[src/rtl/mem_arbiter_pkg.sv]
// Shared control types for the instruction/data memory arbiter.
// Holds the arbiter state and grant encodings plus the round-robin pick rule.
package mem_arbiter_pkg;

  typedef enum logic [1:0] {
    IDLE    = 2'd0,
    SERVE_I = 2'd1,
    SERVE_D = 2'd2
  } arb_state_e;

  typedef enum logic {
    GRANT_I = 1'b0,
    GRANT_D = 1'b1
  } grant_e;

  localparam logic [3:0]  BE_FULL         = 4'b1111;
  localparam logic [31:0] ADDR_ALIGN_MASK = 32'hFFFF_FFFC;

  // On a tie the requester that did not win last time is chosen.
  function automatic grant_e rr_pick(input logic i_req, input logic d_req, input grant_e last);
    if (i_req && d_req) begin
      return (last == GRANT_D) ? GRANT_I : GRANT_D;
    end else if (d_req) begin
      return GRANT_D;
    end else begin
      return GRANT_I;
    end
  endfunction

endpackage

[src/rtl/mem_arbiter.sv]
// Two-requester (fetch/data) arbiter onto a single downstream memory port.
// Downstream signals come only from registers latched at grant time.
module mem_arbiter
  import mem_arbiter_pkg::*;
#(
  parameter int unsigned RESET_PRIO = 1
) (
  input  logic        clk,
  input  logic        rst,
  input  logic [31:0] imem_address,
  input  logic        imem_read,
  output logic [31:0] imem_rdata,
  output logic        imem_resp,
  input  logic [31:0] dmem_address,
  input  logic        dmem_read,
  input  logic        dmem_write,
  input  logic [31:0] dmem_wdata,
  input  logic [3:0]  dmem_byte_enable,
  output logic [31:0] dmem_rdata,
  output logic        dmem_resp,
  output logic [31:0] mem_address,
  output logic        mem_read,
  output logic        mem_write,
  output logic [31:0] mem_wdata,
  output logic [3:0]  mem_byte_enable,
  input  logic [31:0] mem_rdata,
  input  logic        mem_resp
);

  arb_state_e  state_q, state_d;
  grant_e      last_q, last_d;
  grant_e      pick;
  logic [31:0] addr_q, addr_d;
  logic [31:0] wdata_q, wdata_d;
  logic [3:0]  be_q, be_d;
  logic        rd_q, rd_d;
  logic        wr_q, wr_d;
  logic        dmem_req;

  always_comb begin
    dmem_req = dmem_read | dmem_write;
    pick     = rr_pick(imem_read, dmem_req, last_q);
    state_d  = state_q;
    last_d   = last_q;
    addr_d   = addr_q;
    wdata_d  = wdata_q;
    be_d     = be_q;
    rd_d     = rd_q;
    wr_d     = wr_q;
    unique case (state_q)
      IDLE: begin
        if (imem_read || dmem_req) begin
          last_d = pick;
          if (pick == GRANT_D) begin
            state_d = SERVE_D;
            addr_d  = dmem_address;
            wdata_d = dmem_wdata;
            be_d    = dmem_byte_enable;
            wr_d    = dmem_write;
            rd_d    = !dmem_write;
          end else begin
            state_d = SERVE_I;
            addr_d  = imem_address;
            wdata_d = '0;
            be_d    = BE_FULL;
            rd_d    = 1'b1;
            wr_d    = 1'b0;
          end
        end
      end
      SERVE_I, SERVE_D: begin
        if (mem_resp) begin
          state_d = IDLE;
          rd_d    = 1'b0;
          wr_d    = 1'b0;
        end
      end
      default: state_d = IDLE;
    endcase
  end

  always_ff @(posedge clk) begin
    if (rst) begin
      state_q <= IDLE;
      last_q  <= (RESET_PRIO != 0) ? GRANT_I : GRANT_D;
      addr_q  <= '0;
      wdata_q <= '0;
      be_q    <= '0;
      rd_q    <= 1'b0;
      wr_q    <= 1'b0;
    end else begin
      state_q <= state_d;
      last_q  <= last_d;
      addr_q  <= addr_d;
      wdata_q <= wdata_d;
      be_q    <= be_d;
      rd_q    <= rd_d;
      wr_q    <= wr_d;
    end
  end

  // A requester that dropped its request (flush) gets no completion pulse.
  assign imem_resp  = !rst && mem_resp && (state_q == SERVE_I) && imem_read;
  assign dmem_resp  = !rst && mem_resp && (state_q == SERVE_D) && dmem_req;
  assign imem_rdata = imem_resp ? mem_rdata : '0;
  assign dmem_rdata = dmem_resp ? mem_rdata : '0;

  assign mem_address     = addr_q & ADDR_ALIGN_MASK;
  assign mem_read        = rd_q;
  assign mem_write       = wr_q;
  assign mem_wdata       = wdata_q;
  assign mem_byte_enable = be_q;

  assert property (@(posedge clk) disable iff (rst) !(dmem_read && dmem_write))
    else $error("mem_arbiter: dmem_read and dmem_write asserted together");

endmodule

[config.mk]
export PLATFORM = sky130hd
export DESIGN_NAME = mem_arbiter
export DESIGN_NICKNAME = d
export VERILOG_FILES = /design/src/rtl/mem_arbiter_pkg.sv /design/src/rtl/mem_arbiter.sv
export SDC_FILE = /design/constraint.sdc
export NUM_CORES = 1
export LEC_CHECK = 0
export ABC_AREA = 1
export CORE_MARGIN = 5
export CORE_UTILIZATION = 30
export CTS_CLUSTER_DIAMETER = 60
export DETAILED_ROUTE_END_ITERATION = 10
export MAX_ROUTING_LAYER = met4
export PLACE_DENSITY = 0.74
export SETUP_SLACK_MARGIN = 0.1
export SLEW_MARGIN = 30
export SYNTH_ARGS = -nofsm -noshare
export SYNTH_HDL_FRONTEND = slang
export SYNTH_SLANG_ARGS = --single-unit
export TNS_END_PERCENT = 30
[constraint.sdc]
create_clock -name clk -period 1.72 [get_ports clk]
set_input_delay 0.344 -clock clk [delete_from_list [all_inputs] [get_ports clk]]
set_output_delay 0.344 -clock clk [all_outputs]
set_load 0.02 [all_outputs]
==> impl_metrics.env, run 1 <==
export IMPL_status="complete, but fails checks"
export IMPL_failed_checks="setup timing"
export IMPL_synth_top_area_frac=0.407
export IMPL_gr_total_overflow=0
export IMPL_async_reset_ff_frac=0
export IMPL_grt_pass1_wl_um=22400
export IMPL_slew_violations=0
export IMPL_synth_compound_area_frac=0.145
export IMPL_syn_area_per_cell_sq_um=6.43
export IMPL_drtIter0Drc=270
export IMPL_dp_cells=945
export IMPL_p_leak_nw=3.55
export IMPL_rrSetupSlack_ps=240
export IMPL_min_path_type="register to register"
export IMPL_grt_pass1_vias=4422
export IMPL_ys_seq_area_frac=0.407
export IMPL_dr_pass1_iters=4
export IMPL_track_usage=0.202
export IMPL_antenna_found_initial=0
export IMPL_crit_path_cell_trace="buf_4, ha_4, nand3_4, clkbuf_16, nor2_2, buf_4"
export IMPL_synthXorXnorAreaFrac=0
export IMPL_cts_root_buf="clkbuf_16"
export IMPL_drc=0
export IMPL_fillCellCount=976
export IMPL_synth_fa_ha_area_frac=0.0107
export IMPL_synth_seq_cells=71
export IMPL_worst_path_max_fanout=8
export IMPL_wire_per_inst_um=15.3
export IMPL_clk_pin_slew_worst_paths_ps=50
export IMPL_syn_cell_area_sq_mm=0.00349
export IMPL_clock_power_share=0.309
export IMPL_grt_max_degree=41
export IMPL_cts_sink_count=71
export IMPL_powerDensity_mw_per_mm2=891
export IMPL_synth_flop_cell="dfxtp_1"
export IMPL_cap_violations=0
export IMPL_startpoint_type="register"
export IMPL_crit_arrival_ps=1480
export IMPL_yosysMostFrequentCell="nand2_1"
export IMPL_peakVddDrop_mv=0.620
export IMPL_synth_largest_area_cell="dfxtp_1"
export IMPL_place_gp_congestion=0.844
export IMPL_fin_cells=973
export IMPL_synthMuxAreaShare=0
export IMPL_required_ps=1380
export IMPL_htree_levels=3
export IMPL_rsz0062_at_grt="yes"
export IMPL_fp_dieH_um=118
export IMPL_path_delay_family="buffers and inverters"
export IMPL_fmax_mhz=548
export IMPL_synth_top_family_by_area="simple AND/OR/NAND/NOR gates"
export IMPL_hold_violations=0
export IMPL_rows=39
export IMPL_io_pins=274
export IMPL_reg2reg_to="mem_read"
export IMPL_slowest_stage="dfxtp_2"
export IMPL_path_depth=6
export IMPL_final_setup_worst_slack_ps=-105
export IMPL_place_hpwl_um=10900
export IMPL_swShare=0.338
export IMPL_numCtsBuffers=9
export IMPL_p_switching_w=0.00218
export IMPL_fin_crit_ps=1820
export IMPL_drt_total_wl_um=14900
export IMPL_combPwrFrac=0.375
export IMPL_ys_top_cells_by_area="dfxtp_1 (41%), nand2_1 (18%), a21oi_1 (14%)"
export IMPL_core_area_sq_mm=0.0114
export IMPL_synth_edf_count=0
export IMPL_vias=4377
export IMPL_die_area_sq_mm=0.0139
export IMPL_yosys_area_share_simple=0.286
export IMPL_end_kind="primary output"
export IMPL_clkLatencyLatePin_ps=330
export IMPL_fin_crit_sh=1.06
export IMPL_slowest_delay_ps=330
export IMPL_place_ws_ps=-691
export IMPL_cts_tree="done"
export IMPL_synth_warnings=0
export IMPL_internal_power_w=0.00429
export IMPL_path_class="register to primary output"
export IMPL_synthCells=543
export IMPL_fin_setup_tns_ps=-3970
export IMPL_cp_startpoint="state_q[0]"
export IMPL_fin_util=0.636
export IMPL_r2r_cells=8
export IMPL_portBuffers=267
export IMPL_drive_gt1_frac=0.231
export IMPL_reg2reg_from="state_q[1]"
export IMPL_start_util=0.306
export IMPL_clockBufferDepth=2
export IMPL_worstSetupEndpoint="imem_rdata[30]"
export IMPL_worst_path_buf_inv=3
export IMPL_finalClockSkew_ps=5.86
export IMPL_ant_nets=0
export IMPL_setup_viol=66
export IMPL_synth_cell_type_count=22
export IMPL_area_delta_synth_final_pct=108
export IMPL_ys_top_cells_by_count="nand2_1 (167), a21oi_1 (97), inv_1 (76), nor2_1 (75), dfxtp_1 (71)"
export IMPL_via_per_inst=4.50
export IMPL_finalPower_w=0.00647
export IMPL_critical_path_most_common_cell="buf_4"
export IMPL_diodes=0
export IMPL_layout_nets=966
export IMPL_p_seq_frac=0.316
export IMPL_die_w_um=118
[sequential cells by signal (all words and copies together) (netlist names)]
signal / cells
mem_byte_enable: 4
state_q: 2
mem_wdata: 32
addr_q: 30
last_q: 1
mem_write: 1
mem_read: 1
[logic make-up after synthesis]
logic type | count (synthesis)
buffers and inverters | 112
AO/OA/AOI/OAI | 101
other | 1
AND/OR/NAND/NOR | 255
flip-flops | 71
adder cells (fa/ha/maj) | 3
[cells in the final DEF, fill, tap and decap left out, types with 3 or more instances in the layout]
cell type / Yosys / layout
nand2_1: 167 / 167
clkdlybuf4s50_1: 0 / 128
a21oi_1: 97 / 97
inv_1: 76 / 72
dfxtp_1: 71 / 69
dlygate4sd2_1: 0 / 67
buf_6: 9 / 47
buf_4: 5 / 40
nor2_4: 0 / 36
nor2_2: 1 / 21
nor2_1: 75 / 19
clkbuf_16: 0 / 11
buf_12: 0 / 8
inv_2: 1 / 5
dlymetal6s2s_1: 0 / 5
nand3_1: 6 / 4
o21ai_0: 4 / 3
buf_16: 0 / 3
[power groups by stage]
stage / sequential (W) / combinational [W] / clock, W
after floorplan: 0.00238 / 0.00100 / 0
after global placement: 0.00207 / 0.00242 / 0
after detailed placement: 0.00208 / 0.00245 / 0
after CTS: 0.00204 / 0.00238 / 0.00205
after global routing: 0.00208 / 0.00266 / 0.00212
final: 0.00204 / 0.00243 / 0.00200
[how the worst min path moves through the flow]
stage                  startpoint             to  slack (ps)  depth (start not counted)
floorplan                  last_q         last_q         440                          2
global placement    mem_wdata[18]  mem_wdata[18]         450                          2
detailed placement   mem_wdata[1]   mem_wdata[1]         460                          2
CTS                  mem_wdata[1]   mem_wdata[1]         460                          2
global route         mem_wdata[1]   mem_wdata[1]         480                          2
finish               mem_wdata[1]   mem_wdata[1]         460                          2
[layout make-up]
class / instances / area [sq um] / area share
clock buffer: 11 / 243 / 0.0334
sequential: 71 / 1420 / 0.196
multi-input combinational: 361 / 1930 / 0.266
inverter: 78 / 293 / 0.0403
clock inverter: 5 / 81.3 / 0.0112
tap: 143 / 179 / 0.0247
timing repair buffer: 304 / 3110 / 0.429
[per-layer routing]
metal	up-vias	wire length (um)	global-route usage	part of all wire
li1	2205	-	-	-
met3	17	1040	0.0682	0.070
met4	0	203	0.0581	0.014
met5	-	0	-	0
met1	1981	5690	0.209	0.38
met2	174	7970	0.363	0.53
[metrics by stage]
step | area, sq um | hold WS (ps)
floorplan | 3500 | 444
global placement | 6400 | 451
detailed placement | 6400 | 455
CTS | 6790 | 461
global route | 7260 | 483
finish | 7260 | 461
[tightest hold or removal path, cell delays in order, from the launching register on]
cell,delay (ps)
dfxtp_1,300
nand2_1,60
a21oi_1,50
[repair_timing]
| action | 4_1_cts | 5_1_grt |
|---|---|---|
| setup buffers | 5 | 1 |
| cloned | 4 | 3 |
| pin swaps | 5 | 5 |
| hold buffers | 0 | 0 |
| resized for setup | 435 | 129 |
| endpoints found under the setup margin | 130 | 81 |
Note: power is estimated with default switching activity, not from simulation.
==> run 2, diff against run 1 <==
- CORE_UTILIZATION: 30 -> 34
- PLACE_DENSITY: 0.74 -> 0.82
==> run 2 against run 1 <==
The flow still finishes with violations (setup timing). Maximum frequency decreased by 7.6%. Core utilization increased by 8.2 points. Cell area increased by 0.72%. Combinational power increased by 2%. Highest routed layer unchanged.
==> impl_metrics.env, run 2 (synthesized netlist as in run 1, its figures left out) <==
export IMPL_htree_levels=3
export IMPL_powerDensity_mw_per_mm2=865
export IMPL_path_class="register to primary output"
export IMPL_clockBufferDepth=2
export IMPL_final_setup_worst_slack_ps=-255
export IMPL_setup_viol=66
export IMPL_rsz0062_at_grt="yes"
export IMPL_required_ps=1380
export IMPL_numCtsBuffers=9
export IMPL_p_switching_w=0.00218
export IMPL_internal_power_w=0.00414
export IMPL_crit_path_cell_trace="buf_6, ha_4, nand3_4, buf_12, clkbuf_16, nor2_1, buf_4"
export IMPL_drtIter0Drc=240
export IMPL_final_cell_mix="nand2_1 (166), clkdlybuf4s50_1 (128), a21oi_1 (97)"
export IMPL_portBuffers=267
export IMPL_slew_violations=0
export IMPL_layout_commonest_cell="nand2_1"
export IMPL_cts_tree="done"
export IMPL_die_w_um=111
export IMPL_ant_nets=0
export IMPL_clkLatencyLatePin_ps=340
export IMPL_layout_nets=969
export IMPL_place_ws_ps=-682
export IMPL_crit_arrival_ps=1630
export IMPL_end_kind="primary output"
export IMPL_grt_pass1_vias=4603
export IMPL_fin_crit_sh=1.15
export IMPL_startpoint_type="register"
export IMPL_path_delay_family="buffers and inverters"
export IMPL_area_delta_synth_final_pct=109
export IMPL_finalInstanceArea_sq_mm=0.00731
export IMPL_diodes=0
export IMPL_fin_util=0.718
export IMPL_fin_crit_ps=1980
export IMPL_clock_power_share=0.284
export IMPL_cts_root_buf="clkbuf_8"
export IMPL_drt_total_wl_um=16600
export IMPL_fillCellCount=769
export IMPL_failed_checks="setup timing"
export IMPL_track_usage=0.231
export IMPL_io_pins=274
export IMPL_hold_ws_ps=462
export IMPL_peakVddDrop_mv=0.533
export IMPL_fin_cells=969
export IMPL_die_area_sq_mm=0.0124
export IMPL_core_area_sq_mm=0.0102
export IMPL_reg2reg_from="state_q[0]"
export IMPL_place_hpwl_um=10800
export IMPL_combPwrFrac=0.394
export IMPL_min_path_type="register to register"
export IMPL_vias=4638
export IMPL_hold_violations=0
export IMPL_rrSetupSlack_ps=140
export IMPL_finalClockSkew_ps=11.4
export IMPL_fp_dieH_um=111
export IMPL_clk_pin_slew_worst_paths_ps=80
export IMPL_status="complete, but fails checks"
export IMPL_worst_path_buf_inv=4
export IMPL_grt_pass1_wl_um=22900
export IMPL_worstHoldStart="mem_wdata[26]"
export IMPL_antenna_found_initial=0
export IMPL_postCtsHoldBufs=0
export IMPL_wire_per_inst_um=17.2
export IMPL_worst_path_max_fanout=8
export IMPL_fmax_mhz=506
export IMPL_swShare=0.345
export IMPL_cap_violations=0
export IMPL_dr_pass1_iters=5
export IMPL_slowest_delay_ps=350
export IMPL_start_util=0.343
export IMPL_rows=37
export IMPL_placed_cell_area_sq_mm=0.00638
export IMPL_p_leak_nw=3.50
export IMPL_gr_total_overflow=0
export IMPL_p_seq_frac=0.323
export IMPL_cp_startpoint="state_q[1]"
export IMPL_grt_max_degree=50
export IMPL_largest_reg_flops=32
export IMPL_drive_gt1_frac=0.240
export IMPL_drc=0
export IMPL_dp_cells=938
export IMPL_place_gp_congestion=0.866
export IMPL_via_per_inst=4.79
export IMPL_cts_sink_count=71
export IMPL_slowest_stage="dfxtp_2"
run 2: cell types whose count changed in the layout (fill, tap and decap cells not counted), moves of 5 or more:
cell / before / now
buf_4: 40 / 34
buf_6: 47 / 57
clkbuf_16: 11 / 2
clkbuf_8: 1 / 10
dlygate4sd2_1: 67 / 73
dlymetal6s2s_1: 5 / 0
nor2_4: 36 / 42
run 2: layout make-up:
type	instances	area, sq um	area share
clock buffers	11	141	0.0193
multi-input cells	361	1980	0.271
inverters	78	295	0.0404
clock inverters	5	129	0.0176
flip-flops and latches	71	1430	0.195
repair buffers	307	3170	0.433
well taps	136	170	0.0233
run 2: metal layers:
| layer | wire length, um | track usage | vias to the layer above |
|---|---|---|---|
| li1 | - | - | 2216 |
| met1 | 6150 | 0.251 | 2122 |
| met2 | 8620 | 0.400 | 226 |
| met3 | 999 | 0.0614 | 74 |
| met4 | 852 | 0.0973 | 0 |
| met5 | 0 | - | - |
run 2: power by group through the flow:
stage	sequential (W)	clock, W	combinational, W
after floorplan	0.00238	0	0.00100
after global placement	0.00206	0	0.00239
after detailed placement	0.00208	0	0.00244
after CTS	0.00204	0.00185	0.00236
after global routing	0.00207	0.00192	0.00271
final	0.00204	0.00179	0.00249
run 2: final timing paths:
kind                   endpoint  depth (start not counted)
hold / removal    mem_wdata[26]                          2
setup / recovery  dmem_rdata[7]                          7
hold reg to reg   mem_wdata[26]                          2
setup reg to reg     state_q[0]                          9
run 2: worst min-delay path: stages, from the launching register on:
cell	delay [ps]
dfxtp_1	310
nand2_1	60
a21oi_1	50
run 2: metrics by stage:
| step | setup TNS, ps | total power, W |
|---|---|---|
| 6_report | -10620 | 0.00632 |
| 3_3_place_gp | -49920 | 0.00445 |
| 5_1_grt | -14470 | 0.00671 |
| 2_1_floorplan | 0 | 0.00339 |
| 3_5_place_dp | -49620 | 0.00452 |
| 4_1_cts | -7580 | 0.00625 |
run 2: repair_timing:
action	in CTS	in global routing
setup endpoints to repair	134	132
gates resized for setup	473	116
pin swaps	3	3
setup buffers	5	4
gates cloned	5	2
